File: config.mk
export PLATFORM = sky130hd
export DESIGN_NAME = dip_reader
export DESIGN_NICKNAME = d
export VERILOG_FILES = /design/src/rtl/dip_reader_pkg.sv /design/src/rtl/tick_gen.sv /design/src/rtl/dip_reader.sv
export SDC_FILE = /design/constraint.sdc
export NUM_CORES = 1
export LEC_CHECK = 0
export BUFFER_PORTS_ARGS = -buffer_cell sky130_fd_sc_hd__buf_2
export CORE_AREA = 5 5 62 53
export CTS_CLUSTER_DIAMETER = 200
export CTS_CLUSTER_SIZE = 10
export DETAILED_ROUTE_END_ITERATION = 10
export DIE_AREA = 0 0 67 58
export MAX_ROUTING_LAYER = met4
export PLACE_DENSITY_LB_ADDON = 0.15
export SYNTH_ARGS = -nofsm -noshare
export SYNTH_HDL_FRONTEND = slang
export SYNTH_SLANG_ARGS = --single-unit
File: constraint.sdc
create_clock -name i_CLK -period 1.92 [get_ports i_CLK]
set_input_delay 0.384 -clock i_CLK [delete_from_list [all_inputs] [get_ports i_CLK]]
set_output_delay 0.384 -clock i_CLK [all_outputs]
set_load 0.05 [all_outputs]
File: src/rtl/dip_reader_pkg.sv
// dip_reader_pkg: shared FSM encoding and parameter-range checks for the DIP-switch reader.
package dip_reader_pkg;

    typedef enum logic [2:0] {IDLE, LOAD, SHIFT_LO, SHIFT_HI, DONE} state_t;

    localparam int MIN_CLK_DIV = 4;
    localparam int MIN_N_BITS  = 2;
    localparam int MAX_N_BITS  = 16;

    function automatic bit params_ok(input int n_bits, input int clk_div, input int latch_ticks);
        return clk_div >= MIN_CLK_DIV && n_bits >= MIN_N_BITS && n_bits <= MAX_N_BITS && latch_ticks >= 1;
    endfunction

endpackage

File: src/rtl/tick_gen.sv
// tick_gen: phase counter with synchronous restart; tick is high for one cycle every DIV cycles.
module tick_gen #(
    parameter int DIV = 4
) (
    input  logic i_CLK,
    input  logic i_SYS_RESET,
    input  logic restart,
    output logic tick
);

    localparam int W = $clog2(DIV);

    logic [W-1:0] cnt;

    assign tick = cnt == W'(DIV - 1);

    always_ff @(posedge i_CLK or negedge i_SYS_RESET)
        if (!i_SYS_RESET)
            cnt <= '0;
        else
            cnt <= restart || tick ? '0 : cnt + 1'b1;

endmodule

File: src/rtl/dip_reader.sv
// dip_reader: drives a 74HC165-style shift register and presents the switch word, MSB shifted in first.
module dip_reader
    import dip_reader_pkg::*;
#(
    parameter int N_BITS      = 8,
    parameter int CLK_DIV     = 4,
    parameter int LATCH_TICKS = 1,
    parameter bit AUTO_MODE   = 1'b0
) (
    input  logic              i_CLK,
    input  logic              i_SYS_RESET,
    input  logic              i_start,
    input  logic              i_DIPData,
    output logic              o_DIPLatch,
    output logic              o_DIPClk,
    output logic [N_BITS-1:0] o_data,
    output logic              o_valid,
    output logic              o_changed,
    output logic              o_busy
);

    localparam int BW = $clog2(N_BITS);
    localparam int LW = LATCH_TICKS > 1 ? $clog2(LATCH_TICKS) : 1;

    if (!params_ok(N_BITS, CLK_DIV, LATCH_TICKS)) begin : g_bad_params
        $error("dip_reader: parameter out of range");
    end

    state_t            state, state_nx;
    logic [1:0]        sync;
    logic [BW-1:0]     bit_cnt;
    logic [LW-1:0]     lat_cnt;
    logic [N_BITS-1:0] shreg;
    logic              first;
    logic              tick;
    logic              d;

    assign d      = sync[1];
    assign o_busy = state != IDLE;

    tick_gen #(.DIV(CLK_DIV)) u_tick (
        .i_CLK       (i_CLK),
        .i_SYS_RESET (i_SYS_RESET),
        .restart     (state_nx != state),
        .tick        (tick)
    );

    // In auto mode IDLE is left unconditionally, so the reader free-runs from reset onward.
    always_comb begin
        state_nx = state;
        unique case (state)
            IDLE:     state_nx = AUTO_MODE || i_start ? LOAD : IDLE;
            LOAD:     state_nx = tick && lat_cnt == LW'(LATCH_TICKS - 1) ? SHIFT_LO : LOAD;
            SHIFT_LO: state_nx = !tick ? SHIFT_LO : bit_cnt == BW'(N_BITS - 1) ? DONE : SHIFT_HI;
            SHIFT_HI: state_nx = tick ? SHIFT_LO : SHIFT_HI;
            DONE:     state_nx = IDLE;
            default:  state_nx = IDLE;
        endcase
    end

    always_ff @(posedge i_CLK or negedge i_SYS_RESET)
        if (!i_SYS_RESET) begin
            state      <= IDLE;
            sync       <= '0;
            bit_cnt    <= '0;
            lat_cnt    <= '0;
            shreg      <= '0;
            first      <= 1'b1;
            o_DIPLatch <= 1'b1;
            o_DIPClk   <= 1'b0;
            o_data     <= '0;
            o_valid    <= 1'b0;
            o_changed  <= 1'b0;
        end else begin
            state      <= state_nx;
            sync       <= {sync[0], i_DIPData};
            // Pin outputs follow the next state so they change exactly on state boundaries.
            o_DIPLatch <= state_nx != LOAD;
            o_DIPClk   <= state_nx == SHIFT_HI;
            lat_cnt    <= state != LOAD ? '0 : lat_cnt + LW'(tick && state_nx == LOAD);
            bit_cnt    <= state == LOAD ? '0 : bit_cnt + BW'(state == SHIFT_LO && state_nx == SHIFT_HI);
            if (state == SHIFT_LO && tick)
                shreg <= {shreg[N_BITS-2:0], d};
            o_valid    <= state == DONE;
            o_changed  <= state == DONE && (first || shreg != o_data);
            if (state == DONE) begin
                o_data <= shreg;
                first  <= 1'b0;
            end
        end

endmodule
==> flow_summary.html, run 1 <==
<table>
<tr><th>Metric</th><th>Value</th></tr>
<tr><th colspan="2">Run status</th></tr>
<tr><td>Result of the run</td><td>finished clean</td></tr>
<tr><th colspan="2">Timing</th></tr>
<tr><td>Highest Clock Rate</td><td>around 540 MHz</td></tr>
<tr><td>Post-route clock skew</td><td>approximately 2.0 ps</td></tr>
<tr><td>Final setup violation count</td><td>0</td></tr>
<tr><td>Tightest Pin Transition</td><td>slightly below 700 ps</td></tr>
<tr><td>Tightest slew margin relative to the limit</td><td>roughly 54%</td></tr>
<tr><td>Period minus WS final</td><td>about 1800 ps</td></tr>
<tr><td>Setup repair after global routing missed its margin</td><td>no</td></tr>
<tr><td>Post-Route Setup TNS</td><td>0 ps</td></tr>
<tr><td>Hold violation count in the final report</td><td>0</td></tr>
<tr><td>Max-slew violation count</td><td>0</td></tr>
<tr><td>Final period utilization</td><td>between 90 and 100%</td></tr>
<tr><th colspan="2">Critical path</th></tr>
<tr><td>CP cell instances</td><td>or3_2 -&gt; clkbuf_4</td></tr>
<tr><td>Data required time at the worst endpoint</td><td>roughly 1500 ps</td></tr>
<tr><td>Max stage delay on crit path</td><td>470 ps</td></tr>
<tr><td>Worst Path Arrival</td><td>roughly 1500 ps</td></tr>
<tr><td>Worst path slowest cell</td><td>dfrtp_2</td></tr>
<tr><td>Kind of end point of the critical path</td><td>output port</td></tr>
<tr><td>Reg2Reg Depth</td><td>8</td></tr>
<tr><td>Crit path kind</td><td>flop to output port</td></tr>
<tr><td>Critical Path Start Type</td><td>flop</td></tr>
<tr><td>Critical path peak fanout</td><td>7</td></tr>
<tr><th colspan="2">Global route</th></tr>
<tr><td>Pin count of the biggest net entering global routing</td><td>33</td></tr>
<tr><td>Number of global-route vias before repair</td><td>749</td></tr>
<tr><td>Wire length of the first global-routing pass</td><td>around 3400 um</td></tr>
<tr><td>Residual overflow from global routing</td><td>0</td></tr>
<tr><td>All-Layer GR Usage</td><td>approximately an eighth</td></tr>
<tr><td>Initial antenna violation count</td><td>0</td></tr>
<tr><th colspan="2">Synth</th></tr>
<tr><td>Cell taking the most area after synthesis</td><td>dfrtp_1</td></tr>
<tr><td>Number of enable flip-flop cells after synthesis</td><td>0</td></tr>
<tr><td>Synthesized area divided by synthesized cell count</td><td>approximately 14 um^2</td></tr>
<tr><td>Cell types occupying the most area after synthesis</td><td>dfrtp_1, mux2_2, xnor2_1, dfstp_2, ha_1</td></tr>
<tr><td>Most used DFF post-synth</td><td>dfrtp_1</td></tr>
<tr><td>Fraction of synthesized cell area taken by the top area cell type</td><td>a little under three fifths</td></tr>
<tr><td>Yosys warns</td><td>0</td></tr>
<tr><td>Distinct cell type count after synthesis</td><td>28</td></tr>
<tr><td>Post-synthesis cell area</td><td>between 1000 and 1500 um^2</td></tr>
<tr><td>Async SR Flop Fraction</td><td>100%</td></tr>
<tr><td>Number of nets in the synthesized netlist</td><td>102</td></tr>
<tr><td>Sequential share of the synthesized area</td><td>60.2%</td></tr>
<tr><td>Flip-flop and latch count after synthesis</td><td>32</td></tr>
<tr><td>Cell with the most instances after synthesis</td><td>dfrtp_1</td></tr>
<tr><td>Most frequent cells after synthesis</td><td>dfrtp_1, mux2_2, xnor2_1</td></tr>
<tr><td>Number of instances in the synthesized netlist</td><td>95</td></tr>
<tr><th colspan="2">Route</th></tr>
<tr><td>First drt pass iteration count</td><td>4</td></tr>
<tr><td>Aggregate routed wire length</td><td>2070 um</td></tr>
<tr><td>Count of routing violations after the opening detailed-route iteration</td><td>28</td></tr>
<tr><td>Number of vias in the routed layout</td><td>810</td></tr>
<tr><td>DR DRC count</td><td>0</td></tr>
<tr><td>DR vias/cell</td><td>5.09</td></tr>
<tr><td>Wire per inst</td><td>approximately 13 um</td></tr>
<tr><td>Residual antenna-violating net count after detailed routing</td><td>0</td></tr>
<tr><th colspan="2">Finish</th></tr>
<tr><td>Proportion of layout cells with a drive suffix above 1</td><td>43.0%</td></tr>
<tr><td>Post-layout utilization of the core</td><td>roughly 59%</td></tr>
<tr><td>Final layout net count</td><td>127</td></tr>
<tr><td>Ant diodes</td><td>0</td></tr>
<tr><td>P&amp;R area growth vs syn</td><td>15.4%</td></tr>
<tr><td>Count of filler cells inserted in the layout</td><td>231</td></tr>
<tr><th colspan="2">Clock tree</th></tr>
<tr><td>Total clock sinks</td><td>32</td></tr>
<tr><td>CTS tree</td><td>built</td></tr>
<tr><td>Clock root buffer master</td><td>clkbuf_4</td></tr>
<tr><td>Clock Latency Late Sink</td><td>between 300 and 400 ps</td></tr>
<tr><td>Number of buffers on the longest clock path</td><td>2</td></tr>
<tr><td>Depth of the CTS H-tree</td><td>2</td></tr>
<tr><td>TritonCTS Buffers</td><td>5</td></tr>
<tr><td>Total of hold buffers inserted after clock tree synthesis</td><td>0</td></tr>
<tr><td>Clock transition at path regs</td><td>roughly 90 ps</td></tr>
<tr><th colspan="2">Floorplan</th></tr>
<tr><td>Number of placement rows</td><td>17</td></tr>
<tr><td>Standard cell core area</td><td>between 2000 and 3000 um^2</td></tr>
<tr><td>Area of the die</td><td>between 3000 and 4000 um^2</td></tr>
<tr><td>I/O pin count</td><td>17</td></tr>
<tr><td>Effective utilization at floorplan</td><td>between 50% and 60%</td></tr>
<tr><td>Vertical die dimension</td><td>around 58 um</td></tr>
<tr><td>Width of the die</td><td>approximately 67 um</td></tr>
<tr><th colspan="2">Placement</th></tr>
<tr><td>Number of buffers inserted by port buffering</td><td>16</td></tr>
<tr><td>GPL Wtd Cong</td><td>approximately 0.80</td></tr>
<tr><td>Placed wire-length estimate after detailed placement</td><td>around 1500 um</td></tr>
<tr><th colspan="2">Power and ir drop</th></tr>
<tr><td>Power consumption</td><td>about 1.1 mW</td></tr>
<tr><td>Max rail drop VDD</td><td>0.000418 V</td></tr>
<tr><td>Power per cell area</td><td>719 nW/um^2</td></tr>
<tr><td>Static Leakage</td><td>around 0.73 nW</td></tr>
<tr><th colspan="2">Flow run</th></tr>
<tr><td># Max-Cap Violations</td><td>0</td></tr>
<tr><th colspan="2">Min path</th></tr>
<tr><td>HP Class</td><td>input pin to async pin</td></tr>
</table>
## cell families (layout without fill, tap and decap cells)
| kind of cell | Yosys count | count (layout) | synth area share, % |
|---|---|---|---|
| DFF | 32 | 32 | 60.2 |
| muxes | 16 | 16 | 13.5 |
| AOI/OAI and AO/OA | 10 | 10 | 5.25 |
| adders and majority gates | 3 | 3 | 2.81 |
| buffers and inverters | 4 | 30 | 1.78 |
| xor gates and xnor gates | 9 | 9 | 5.90 |
| and+or+nand+nor | 21 | 21 | 10.6 |
## flip-flops by register name, indices dropped and copies added (netlist names)
register    flops
first           1
o_changed       1
u_tick.cnt      2
bit_cnt         3
o_DIPClk        1
lat_cnt         1
o_valid         1
o_data          8
shreg           8
sync            2
state           3
o_DIPLatch      1
## power by group
group          switching [mW]  total [mW]  internal (mW)  leakage [nW]
logic                  0.0174      0.0287         0.0113         0.296
clock network           0.207       0.388          0.181        0.0326
registers             0.00815       0.690          0.682         0.405
total                   0.233        1.11          0.874         0.733
## path summary, 6_finish.rpt
check                                        start                      end  slack, ps
min in group i_CLK                       i_DIPData        sync[0]$_DFF_PN0_        170
setup / recovery                state[1]$_DFF_PN0_                   o_busy         80
hold / removal                         i_SYS_RESET  u_tick.cnt[1]$_DFF_PN0_        100
hold reg to reg                  sync[0]$_DFF_PN0_        sync[1]$_DFF_PN0_        380
max in group asynchronous              i_SYS_RESET       state[1]$_DFF_PN0_       1350
setup reg to reg           u_tick.cnt[0]$_DFF_PN0_     bit_cnt[2]$_DFF_PN0_        200
## cell usage in the layout, fill, tap and decap left out, types with 2 or more instances in the layout
master     instances
dfrtp_1           28
mux2_2            16
buf_2             15
xnor2_1            8
clkbuf_4           6
nor2b_1            4
buf_4              4
a21oi_1            3
nor2_1             3
o21ai_0            3
ha_1               3
nand3_1            2
inv_1              2
and2_1             2
a2111oi_0          2
clkbuf_1           2
dfstp_2            2
dfrtp_2            2
## routing by layer
| layer | routed length [um] | vias to the layer above | global-route usage (%) |
|---|---|---|---|
| li1 | - | 385 | - |
| met1 | 1050 | 402 | 17.9 |
| met2 | 853 | 16 | 14.8 |
| met3 | 112 | 7 | 4.65 |
| met4 | 51 | 0 | 6.94 |
| met5 | 0 | - | - |
## what timing repair did
action                     4_1_cts  5_1_grt
resized for setup                0        3
setup buffers                    0        2
setup endpoints to repair        0        1
## worst max-delay path, delay by kind of cell, from the launching register on
family	cells	cell delay, ps
buf+inv	1	220
flops	1	470
simple gates	1	450
## final cells by class
type,instances,area (um^2),area share (%)
tap,38,47.5,3.09
inverter,2,7.51,0.487
sequential,32,806,52.3
clock buffer,8,58.8,3.82
multi-input combinational,59,508,33.0
timing repair buffer,20,113,7.31
## metrics by stage
step	instances	hold WS, ps	setup slack, ps	area, um^2
after floorplan	95	88.4	179	1340
after CTS	157	114	2.10	1520
after global routing	159	149	6.62	1540
final	159	95.0	75.4	1540
after detailed placement	149	352	203	1460
after global placement	149	346	257	1460
No activity file was read; power rests on OpenSTA's default activity.
==> inputs of run 2 (changes only) <==
--- a/config.mk
+++ b/config.mk
@@ -6,11 +6,11 @@
 export NUM_CORES = 1
 export LEC_CHECK = 0
 export BUFFER_PORTS_ARGS = -buffer_cell sky130_fd_sc_hd__buf_2
-export CORE_AREA = 5 5 62 53
+export CORE_AREA = 2 2 59 50
 export CTS_CLUSTER_DIAMETER = 200
 export CTS_CLUSTER_SIZE = 10
 export DETAILED_ROUTE_END_ITERATION = 10
-export DIE_AREA = 0 0 67 58
+export DIE_AREA = 0 0 61 52
 export MAX_ROUTING_LAYER = met4
 export PLACE_DENSITY_LB_ADDON = 0.15
 export SYNTH_ARGS = -nofsm -noshare
==> constraint.sdc (replaced) <==
create_clock -name i_CLK -period 2.1 [get_ports i_CLK]
set_input_delay 0.42 -clock i_CLK [delete_from_list [all_inputs] [get_ports i_CLK]]
set_output_delay 0.42 -clock i_CLK [all_outputs]
set_load 0.05 [all_outputs]
==> run 2 against run 1 <==
Against the previous run:
- critical path depth stayed put
- largest cell class unchanged
- register-to-register slack better by 160 ps
- largest power group unchanged
- non-clock buffer count is 3 lower
- highest routed layer unchanged
- clock skew is 9.7 ps higher
- flip-flop and latch count stayed put
- hold slack better by 26 ps
- combinational power is 9.8% lower
- setup slack better by 14 ps
- global-route usage is 3.8 points higher
- wire length is 1.6% lower
- design area is 0.57% higher
==> flow_summary.html, run 2 (same netlist as run 1, synthesis figures left out) <==
<table>
<tr><th>Metric</th><th>Value</th></tr>
<tr><th colspan="2">Finish</th></tr>
<tr><td>Final layout net count</td><td>124 (was 127)</td></tr>
<tr><td>Ant diodes</td><td>0 (unchanged)</td></tr>
<tr><td>Largest registers</td><td>o_data x8, shreg x8 (unchanged)</td></tr>
<tr><td>Most common cell after layout, fill and taps aside</td><td>dfrtp_1 (unchanged)</td></tr>
<tr><td>Proportion of layout cells with a drive suffix above 1</td><td>41.5% (was 43.0%)</td></tr>
<tr><td>P&amp;R area growth vs syn</td><td>16.0% (was 15.4%)</td></tr>
<tr><td>Commonest cells after routing, fill and taps aside</td><td>dfrtp_1, mux2_2, buf_2 (unchanged)</td></tr>
<tr><th colspan="2">Route</th></tr>
<tr><td>DR vias/cell</td><td>5.08 (was 5.09)</td></tr>
<tr><td>Residual antenna-violating net count after detailed routing</td><td>0 (unchanged)</td></tr>
<tr><td>Count of routing violations after the opening detailed-route iteration</td><td>14 (was 28)</td></tr>
<tr><td>First drt pass iteration count</td><td>4 (unchanged)</td></tr>
<tr><td>Wire per inst</td><td>13.0 um (about the same)</td></tr>
<tr><td>Aggregate routed wire length</td><td>2030 um (was 2070 um)</td></tr>
<tr><td>Number of vias in the routed layout</td><td>793 (was 810)</td></tr>
<tr><td>DR DRC count</td><td>0 (unchanged)</td></tr>
<tr><th colspan="2">Timing</th></tr>
<tr><td>Final setup violation count</td><td>0 (unchanged)</td></tr>
<tr><td>Post-route clock skew</td><td>11.7 ps (was 1.99 ps)</td></tr>
<tr><td>Tightest slew margin relative to the limit</td><td>55.2% (was 54.4%)</td></tr>
<tr><td>Post-Route Setup TNS</td><td>0 ps (unchanged)</td></tr>
<tr><td>Setup repair after global routing missed its margin</td><td>no (unchanged)</td></tr>
<tr><td>Max-slew violation count</td><td>0 (unchanged)</td></tr>
<tr><td>Highest Clock Rate</td><td>a little under 500 MHz</td></tr>
<tr><td>Final period utilization</td><td>around 96%</td></tr>
<tr><td>Hold violation count in the final report</td><td>0 (unchanged)</td></tr>
<tr><td>Tightest Pin Transition</td><td>672 ps (was 683 ps)</td></tr>
<tr><td>Period minus WS final</td><td>around 2000 ps</td></tr>
<tr><th colspan="2">Critical path</th></tr>
<tr><td>Critical Path Start Type</td><td>flop (unchanged)</td></tr>
<tr><td>Critical path peak fanout</td><td>11 (was 7)</td></tr>
<tr><td>Launching point of the worst reg2reg path</td><td>u_tick.cnt[0]$_DFF_PN0_ (unchanged)</td></tr>
<tr><td>Critical path launch point</td><td>state[0]$_DFF_PN0_ (was state[1]$_DFF_PN0_)</td></tr>
<tr><td>Capture point of the worst path</td><td>o_busy (unchanged)</td></tr>
<tr><td>Slack of the worst reg-to-reg path</td><td>360 ps (was 200 ps)</td></tr>
<tr><td>Buf/Inv on CP</td><td>1 (unchanged)</td></tr>
<tr><td>Worst path slowest cell</td><td>dfrtp_1 (was dfrtp_2)</td></tr>
<tr><td>Dominant delay contributor by cell family on the critical path</td><td>flip-flops (unchanged)</td></tr>
<tr><td>Critical path depth in cells</td><td>2 (unchanged)</td></tr>
<tr><td>CP cell instances</td><td>or3_2 -&gt; buf_2 (was or3_2 -&gt; clkbuf_4)</td></tr>
<tr><td>Reg2Reg Depth</td><td>7 (was 8)</td></tr>
<tr><td>Worst Path Arrival</td><td>1590 ps (was 1460 ps)</td></tr>
<tr><td>Data required time at the worst endpoint</td><td>1680 ps (was 1540 ps)</td></tr>
<tr><td>Kind of end point of the critical path</td><td>output port (unchanged)</td></tr>
<tr><td>Crit path kind</td><td>flop to output port (unchanged)</td></tr>
<tr><td>Max stage delay on crit path</td><td>530 ps (was 470 ps)</td></tr>
<tr><td>Worst R2R End</td><td>bit_cnt[1]$_DFF_PN0_ (was bit_cnt[2]$_DFF_PN0_)</td></tr>
<tr><th colspan="2">Run status</th></tr>
<tr><td>Result of the run</td><td>finished clean (unchanged)</td></tr>
<tr><th colspan="2">Min path</th></tr>
<tr><td>HP Class</td><td>input pin to async pin (unchanged)</td></tr>
<tr><th colspan="2">Clock tree</th></tr>
<tr><td>Clock root buffer master</td><td>clkbuf_4 (unchanged)</td></tr>
<tr><td>Depth of the CTS H-tree</td><td>2 (unchanged)</td></tr>
<tr><td>Number of buffers on the longest clock path</td><td>2 (unchanged)</td></tr>
<tr><td>Clock transition at path regs</td><td>100 ps (was 90 ps)</td></tr>
<tr><td>Total clock sinks</td><td>32 (unchanged)</td></tr>
<tr><td>Total of hold buffers inserted after clock tree synthesis</td><td>0 (unchanged)</td></tr>
<tr><td>CTS tree</td><td>built (unchanged)</td></tr>
<tr><td>Clock Latency Late Sink</td><td>320 ps (about the same)</td></tr>
<tr><td>Cts repair resizes</td><td>0 (unchanged)</td></tr>
<tr><td>Count of buffers added by post-CTS timing repair for setup</td><td>0 (unchanged)</td></tr>
<tr><td>TritonCTS Buffers</td><td>5 (unchanged)</td></tr>
<tr><th colspan="2">Floorplan</th></tr>
<tr><td>Area of the die</td><td>3170 um^2 (was 3890 um^2)</td></tr>
<tr><td>Standard cell core area</td><td>2620 um^2 (unchanged)</td></tr>
<tr><td>Vertical die dimension</td><td>52 um (was 58 um)</td></tr>
<tr><td>Number of placement rows</td><td>17 (unchanged)</td></tr>
<tr><td>Width of the die</td><td>61 um (was 67 um)</td></tr>
<tr><td>I/O pin count</td><td>17 (unchanged)</td></tr>
<tr><td>Effective utilization at floorplan</td><td>51.0% (unchanged)</td></tr>
<tr><th colspan="2">Global route</th></tr>
<tr><td>Number of global-route vias before repair</td><td>776 (was 749)</td></tr>
<tr><td>Wire length of the first global-routing pass</td><td>3520 um (was 3420 um)</td></tr>
<tr><td>Initial antenna violation count</td><td>0 (unchanged)</td></tr>
<tr><td>Pin count of the biggest net entering global routing</td><td>33 (unchanged)</td></tr>
<tr><td>Residual overflow from global routing</td><td>0 (unchanged)</td></tr>
<tr><td>All-Layer GR Usage</td><td>16.3% (was 12.5%)</td></tr>
<tr><th colspan="2">Power and ir drop</th></tr>
<tr><td>Power consumption</td><td>1.18 mW (was 1.11 mW)</td></tr>
<tr><td>Static Leakage</td><td>0.735 nW (was 0.733 nW)</td></tr>
<tr><td>Power per cell area</td><td>759 nW/um^2 (was 719 nW/um^2)</td></tr>
<tr><td>Max rail drop VDD</td><td>0.000580 V (was 0.000418 V)</td></tr>
<tr><th colspan="2">Flow run</th></tr>
<tr><td># Max-Cap Violations</td><td>0 (unchanged)</td></tr>
<tr><th colspan="2">Placement</th></tr>
<tr><td>Number of buffers inserted by port buffering</td><td>16 (unchanged)</td></tr>
<tr><td>GPL Wtd Cong</td><td>0.740 (was 0.796)</td></tr>
</table>
==> run 2: layer usage <==
layer / part of all wire, % / global-route usage (%)
met1: 51 / 22.6
met2: 43 / 21.1
met3: 4.8 / 5.22
met4: 0.93 / 8.70
met5: 0 / -
==> run 2: power breakdown <==
group	switching, mW	internal, mW
registers	0.00754	0.624
logic	0.0156	0.0103
clock network	0.202	0.316
==> run 2: worst reg2reg max path, stage by stage, from the launching register on <==
cell     delay (ps)
dfrtp_1         390
ha_1            260
inv_1           150
nor3_4           60
and2_2          200
ha_1            170
ha_1            260
and2_1          140
==> run 2: layout make-up <==
cell class	instances	area (um^2)
fill	238	1070
sequential	32	803
multi-input combinational	59	508
timing repair buffer	17	87.6
clock buffer	7	65.1
tap	38	47.5
clock inverter	1	30.0
inverter	2	7.51
==> run 2: worst min path at each step <==
| stage | endpoint | slack, ps | start | cells past startpoint |
|---|---|---|---|---|
| 2_1_floorplan | bit_cnt[0]$_DFF_PN0_ | 120 | i_SYS_RESET | 0 |
| 3_3_place_gp | sync[1]$_DFF_PN0_ | 340 | sync[0]$_DFF_PN0_ | 0 |
| 3_5_place_dp | sync[1]$_DFF_PN0_ | 340 | sync[0]$_DFF_PN0_ | 0 |
| 4_1_cts | state[0]$_DFF_PN0_ | 130 | i_SYS_RESET | 1 |
| 5_1_grt | state[0]$_DFF_PN0_ | 140 | i_SYS_RESET | 1 |
| 6_report | u_tick.cnt[0]$_DFF_PN0_ | 120 | i_SYS_RESET | 1 |
==> run 2: per-stage QoR <==
step | cell area, um^2 | utilization (%) | worst slack, ps | hold WS [ps] | std cells
final | 1550 | 59.2 | 89.5 | 121 | 156
after global routing | 1550 | 59.2 | 3.97 | 141 | 156
after CTS | 1550 | 59.2 | 62.1 | 130 | 156
after detailed placement | 1450 | 55.6 | 395 | 340 | 148
after global placement | 1450 | 55.6 | 430 | 343 | 148
after floorplan | 1340 | - | 359 | 124 | 95
==> inputs of run 3 (changes only) <==
--- a/config.mk
+++ b/config.mk
@@ -12,7 +12,8 @@
 export DETAILED_ROUTE_END_ITERATION = 10
 export DIE_AREA = 0 0 61 52
 export MAX_ROUTING_LAYER = met4
-export PLACE_DENSITY_LB_ADDON = 0.15
+export PLACE_DENSITY = 0.83
+export RECOVER_POWER = 100
 export SYNTH_ARGS = -nofsm -noshare
 export SYNTH_HDL_FRONTEND = slang
 export SYNTH_SLANG_ARGS = --single-unit
==> run 3 against run 2 <==
Against the previous run:
- the flow now finishes with violations (capacitance limit, slew limit)
- die area stayed put
- setup slack lost 1.3 ps
- utilization fell by 1.4 points
- sequential share of layout area is 1.2 points higher
- largest power group unchanged
- wire length is 0.84% higher
- largest cell class unchanged
- critical endpoint unchanged
- critical path depth did not move
- count of clock-buffer cells in the layout is the same
- clock skew fell by 0.99 ps
- flip-flop and latch count did not move
- via count fell by 1.9%
- total power down 0.60%
==> flow_summary.html, run 3 (same netlist as run 1, synthesis figures left out) <==
<table>
<tr><th>Metric</th><th>Value</th></tr>
<tr><th colspan="2">Timing</th></tr>
<tr><td>Post-Route Setup TNS</td><td>0 ps (unchanged)</td></tr>
<tr><td>Post-route clock skew</td><td>10.7 ps (was 11.7 ps)</td></tr>
<tr><td>Worst-case hold slack</td><td>202 ps (was 121 ps)</td></tr>
<tr><td>Setup repair after global routing missed its margin</td><td>no (unchanged)</td></tr>
<tr><td>Tightest Pin Transition</td><td>1600 ps (was 672 ps)</td></tr>
<tr><td>Period minus WS final</td><td>2010 ps (about the same)</td></tr>
<tr><td>Final period utilization</td><td>95.8% (was 95.7%)</td></tr>
<tr><td>Max-slew violation count</td><td>33 (was 0)</td></tr>
<tr><td>Tightest slew margin relative to the limit</td><td>-6.58% (was 55.2%)</td></tr>
<tr><td>Highest Clock Rate</td><td>497 MHz (about the same)</td></tr>
<tr><td>Hold violation count in the final report</td><td>0 (unchanged)</td></tr>
<tr><td>Worst Setup Slack, final</td><td>88.2 ps (was 89.5 ps)</td></tr>
<tr><td>Final setup violation count</td><td>0 (unchanged)</td></tr>
<tr><th colspan="2">Finish</th></tr>
<tr><td>P&amp;R area growth vs syn</td><td>13.3% (was 16.0%)</td></tr>
<tr><td>Post-layout utilization of the core</td><td>57.8% (was 59.2%)</td></tr>
<tr><td>Post-layout instance count excluding filler cells</td><td>156 (unchanged)</td></tr>
<tr><td>Count of filler cells inserted in the layout</td><td>219 (was 238)</td></tr>
<tr><td>Largest registers</td><td>o_data x8, shreg x8 (unchanged)</td></tr>
<tr><td>Commonest cells after routing, fill and taps aside</td><td>dfrtp_1, mux2_2, clkbuf_1 (was dfrtp_1, mux2_2, buf_2)</td></tr>
<tr><td>Total non-filler cell area in the finished layout</td><td>1510 um^2 (was 1550 um^2)</td></tr>
<tr><td>Proportion of layout cells with a drive suffix above 1</td><td>27.1% (was 41.5%)</td></tr>
<tr><td>Most common cell after layout, fill and taps aside</td><td>dfrtp_1 (unchanged)</td></tr>
<tr><td>Final layout net count</td><td>124 (unchanged)</td></tr>
<tr><td>Ant diodes</td><td>0 (unchanged)</td></tr>
<tr><th colspan="2">Route</th></tr>
<tr><td>Residual antenna-violating net count after detailed routing</td><td>0 (unchanged)</td></tr>
<tr><td>Wire per inst</td><td>13.1 um (was 13.0 um)</td></tr>
<tr><td>Aggregate routed wire length</td><td>2050 um (was 2030 um)</td></tr>
<tr><td>Number of vias in the routed layout</td><td>778 (was 793)</td></tr>
<tr><td>DR DRC count</td><td>0 (unchanged)</td></tr>
<tr><td>DR vias/cell</td><td>4.99 (was 5.08)</td></tr>
<tr><td>Count of routing violations after the opening detailed-route iteration</td><td>8 (was 14)</td></tr>
<tr><td>First drt pass iteration count</td><td>4 (unchanged)</td></tr>
<tr><th colspan="2">Critical path</th></tr>
<tr><td>Critical Path Start Type</td><td>flop (unchanged)</td></tr>
<tr><td>Data required time at the worst endpoint</td><td>1680 ps (about the same)</td></tr>
<tr><td>Kind of end point of the critical path</td><td>output port (unchanged)</td></tr>
<tr><td>Critical path peak fanout</td><td>11 (unchanged)</td></tr>
<tr><td>Worst Path Arrival</td><td>1590 ps (about the same)</td></tr>
<tr><td>Crit path kind</td><td>flop to output port (unchanged)</td></tr>
<tr><td>Launching point of the worst reg2reg path</td><td>state[0]$_DFF_PN0_ (was u_tick.cnt[0]$_DFF_PN0_)</td></tr>
<tr><td>Critical path launch point</td><td>state[0]$_DFF_PN0_ (unchanged)</td></tr>
<tr><th colspan="2">Placement</th></tr>
<tr><td>Placed wire-length estimate after detailed placement</td><td>between 1000 and 1500 um</td></tr>
<tr><td>Cell area reported after detailed placement</td><td>1450 um^2 (unchanged)</td></tr>
<tr><td>Worst slack at placement</td><td>395 ps (about the same)</td></tr>
<tr><td>GPL Wtd Cong</td><td>0.823 (was 0.740)</td></tr>
<tr><td>Inst Count DP</td><td>148 (unchanged)</td></tr>
<tr><td>Number of buffers inserted by port buffering</td><td>16 (unchanged)</td></tr>
<tr><th colspan="2">Global route</th></tr>
<tr><td>Residual overflow from global routing</td><td>0 (unchanged)</td></tr>
<tr><td>Initial antenna violation count</td><td>0 (unchanged)</td></tr>
<tr><td>Number of global-route vias before repair</td><td>802 (was 776)</td></tr>
<tr><td>Wire length of the first global-routing pass</td><td>3480 um (was 3520 um)</td></tr>
<tr><td>All-Layer GR Usage</td><td>16.3% (about the same)</td></tr>
<tr><td>Pin count of the biggest net entering global routing</td><td>33 (unchanged)</td></tr>
<tr><th colspan="2">Clock tree</th></tr>
<tr><td>Number of buffers on the longest clock path</td><td>2 (unchanged)</td></tr>
<tr><td>Total clock sinks</td><td>32 (unchanged)</td></tr>
<tr><td>Clock Latency Late Sink</td><td>320 ps (about the same)</td></tr>
<tr><td>Clock transition at path regs</td><td>90 ps (was 100 ps)</td></tr>
<tr><td>Cts repair resizes</td><td>0 (unchanged)</td></tr>
<tr><td>Count of buffers added by post-CTS timing repair for setup</td><td>0 (unchanged)</td></tr>
<tr><td>TritonCTS Buffers</td><td>5 (unchanged)</td></tr>
<tr><td>CTS tree</td><td>built (unchanged)</td></tr>
<tr><td>Clock root buffer master</td><td>clkbuf_4 (unchanged)</td></tr>
<tr><td>Total of hold buffers inserted after clock tree synthesis</td><td>0 (unchanged)</td></tr>
<tr><td>Depth of the CTS H-tree</td><td>2 (unchanged)</td></tr>
<tr><th colspan="2">Flow run</th></tr>
<tr><td># Max-Cap Violations</td><td>1 (was 0)</td></tr>
<tr><th colspan="2">Min path</th></tr>
<tr><td>Launch point of the worst hold path</td><td>i_DIPData</td></tr>
<tr><td>HP Class</td><td>input pin to flop (was input pin to async pin)</td></tr>
<tr><th colspan="2">Power and ir drop</th></tr>
<tr><td>Max rail drop VDD</td><td>0.000432 V (was 0.000580 V)</td></tr>
<tr><td>Switching Share</td><td>18.7% (was 19.1%)</td></tr>
<tr><td>Static Leakage</td><td>0.678 nW (was 0.735 nW)</td></tr>
<tr><td>Part of the power in registers</td><td>54.0% (was 53.7%)</td></tr>
<tr><td>Combinational group share of total power</td><td>2.2% (about the same)</td></tr>
<tr><td>Clock group share of total power</td><td>43.8% (was 44.1%)</td></tr>
<tr><td>Power consumption</td><td>1.17 mW (was 1.18 mW)</td></tr>
<tr><td>Int Pwr</td><td>950 uW (about the same)</td></tr>
<tr><td>Sw Pwr</td><td>218 uW (was 225 uW)</td></tr>
<tr><td>Power per cell area</td><td>772 nW/um^2 (was 759 nW/um^2)</td></tr>
<tr><th colspan="2">Floorplan</th></tr>
<tr><td>Width of the die</td><td>61 um (unchanged)</td></tr>
<tr><td>Number of placement rows</td><td>17 (unchanged)</td></tr>
<tr><td>Vertical die dimension</td><td>52 um (unchanged)</td></tr>
<tr><td>I/O pin count</td><td>17 (unchanged)</td></tr>
<tr><td>Effective utilization at floorplan</td><td>51.0% (unchanged)</td></tr>
<tr><td>Standard cell core area</td><td>2620 um^2 (unchanged)</td></tr>
<tr><td>Area of the die</td><td>3170 um^2 (unchanged)</td></tr>
<tr><th colspan="2">Run status</th></tr>
<tr><td>Result of the run</td><td>complete, but fails checks (was finished clean)</td></tr>
<tr><td>Violated checks</td><td>capacitance limit, slew limit</td></tr>
</table>
[run 3: final timing paths]
check | to | slack [ps] | cells past startpoint
max | o_busy | 90 | 2
min | sync[0]$_DFF_PN0_ | 200 | 1
max reg2reg | o_data[6]$_DFFE_PN0P_ | 300 | 3
min reg2reg | sync[1]$_DFF_PN0_ | 360 | 0
max in group asynchronous | o_DIPClk$_DFF_PN0_ | 690 | 1
min in group asynchronous | shreg[2]$_DFFE_PN0P_ | 490 | 1
[run 3: worst max-delay path, stage by stage (launching register included)]
cell      delay [ps]
dfrtp_1          500
or3_2            520
clkbuf_2         260
[run 3: final cells by class]
cell class              count  area, um^2  share of cell area, %
clock buffers               7        65.1                   4.30
clock inverters             1        30.0                   1.99
inverters                   2        7.51                  0.496
multi-input cells          59         492                   32.5
flip-flops and latches     32         803                   53.1
well taps                  38        47.5                   3.14
repair buffers             17        67.6                   4.47
[run 3: per-layer routing]
layer / up-vias / track usage [%] / wire length [um]
li1: 379 / - / -
met1: 367 / 19.5 / 955
met2: 22 / 22.8 / 908
met3: 10 / 3.98 / 93
met4: 0 / 14.1 / 93
met5: - / - / 0
[run 3: power groups by stage]
stage	logic, mW	clock network, mW	registers, mW
finish	0.0257	0.511	0.631
global route	0.0307	0.550	0.632
CTS	0.0274	0.528	0.631
detailed placement	0.0273	0	0.643
global placement	0.0262	0	0.642
floorplan	0.0110	0	0.641
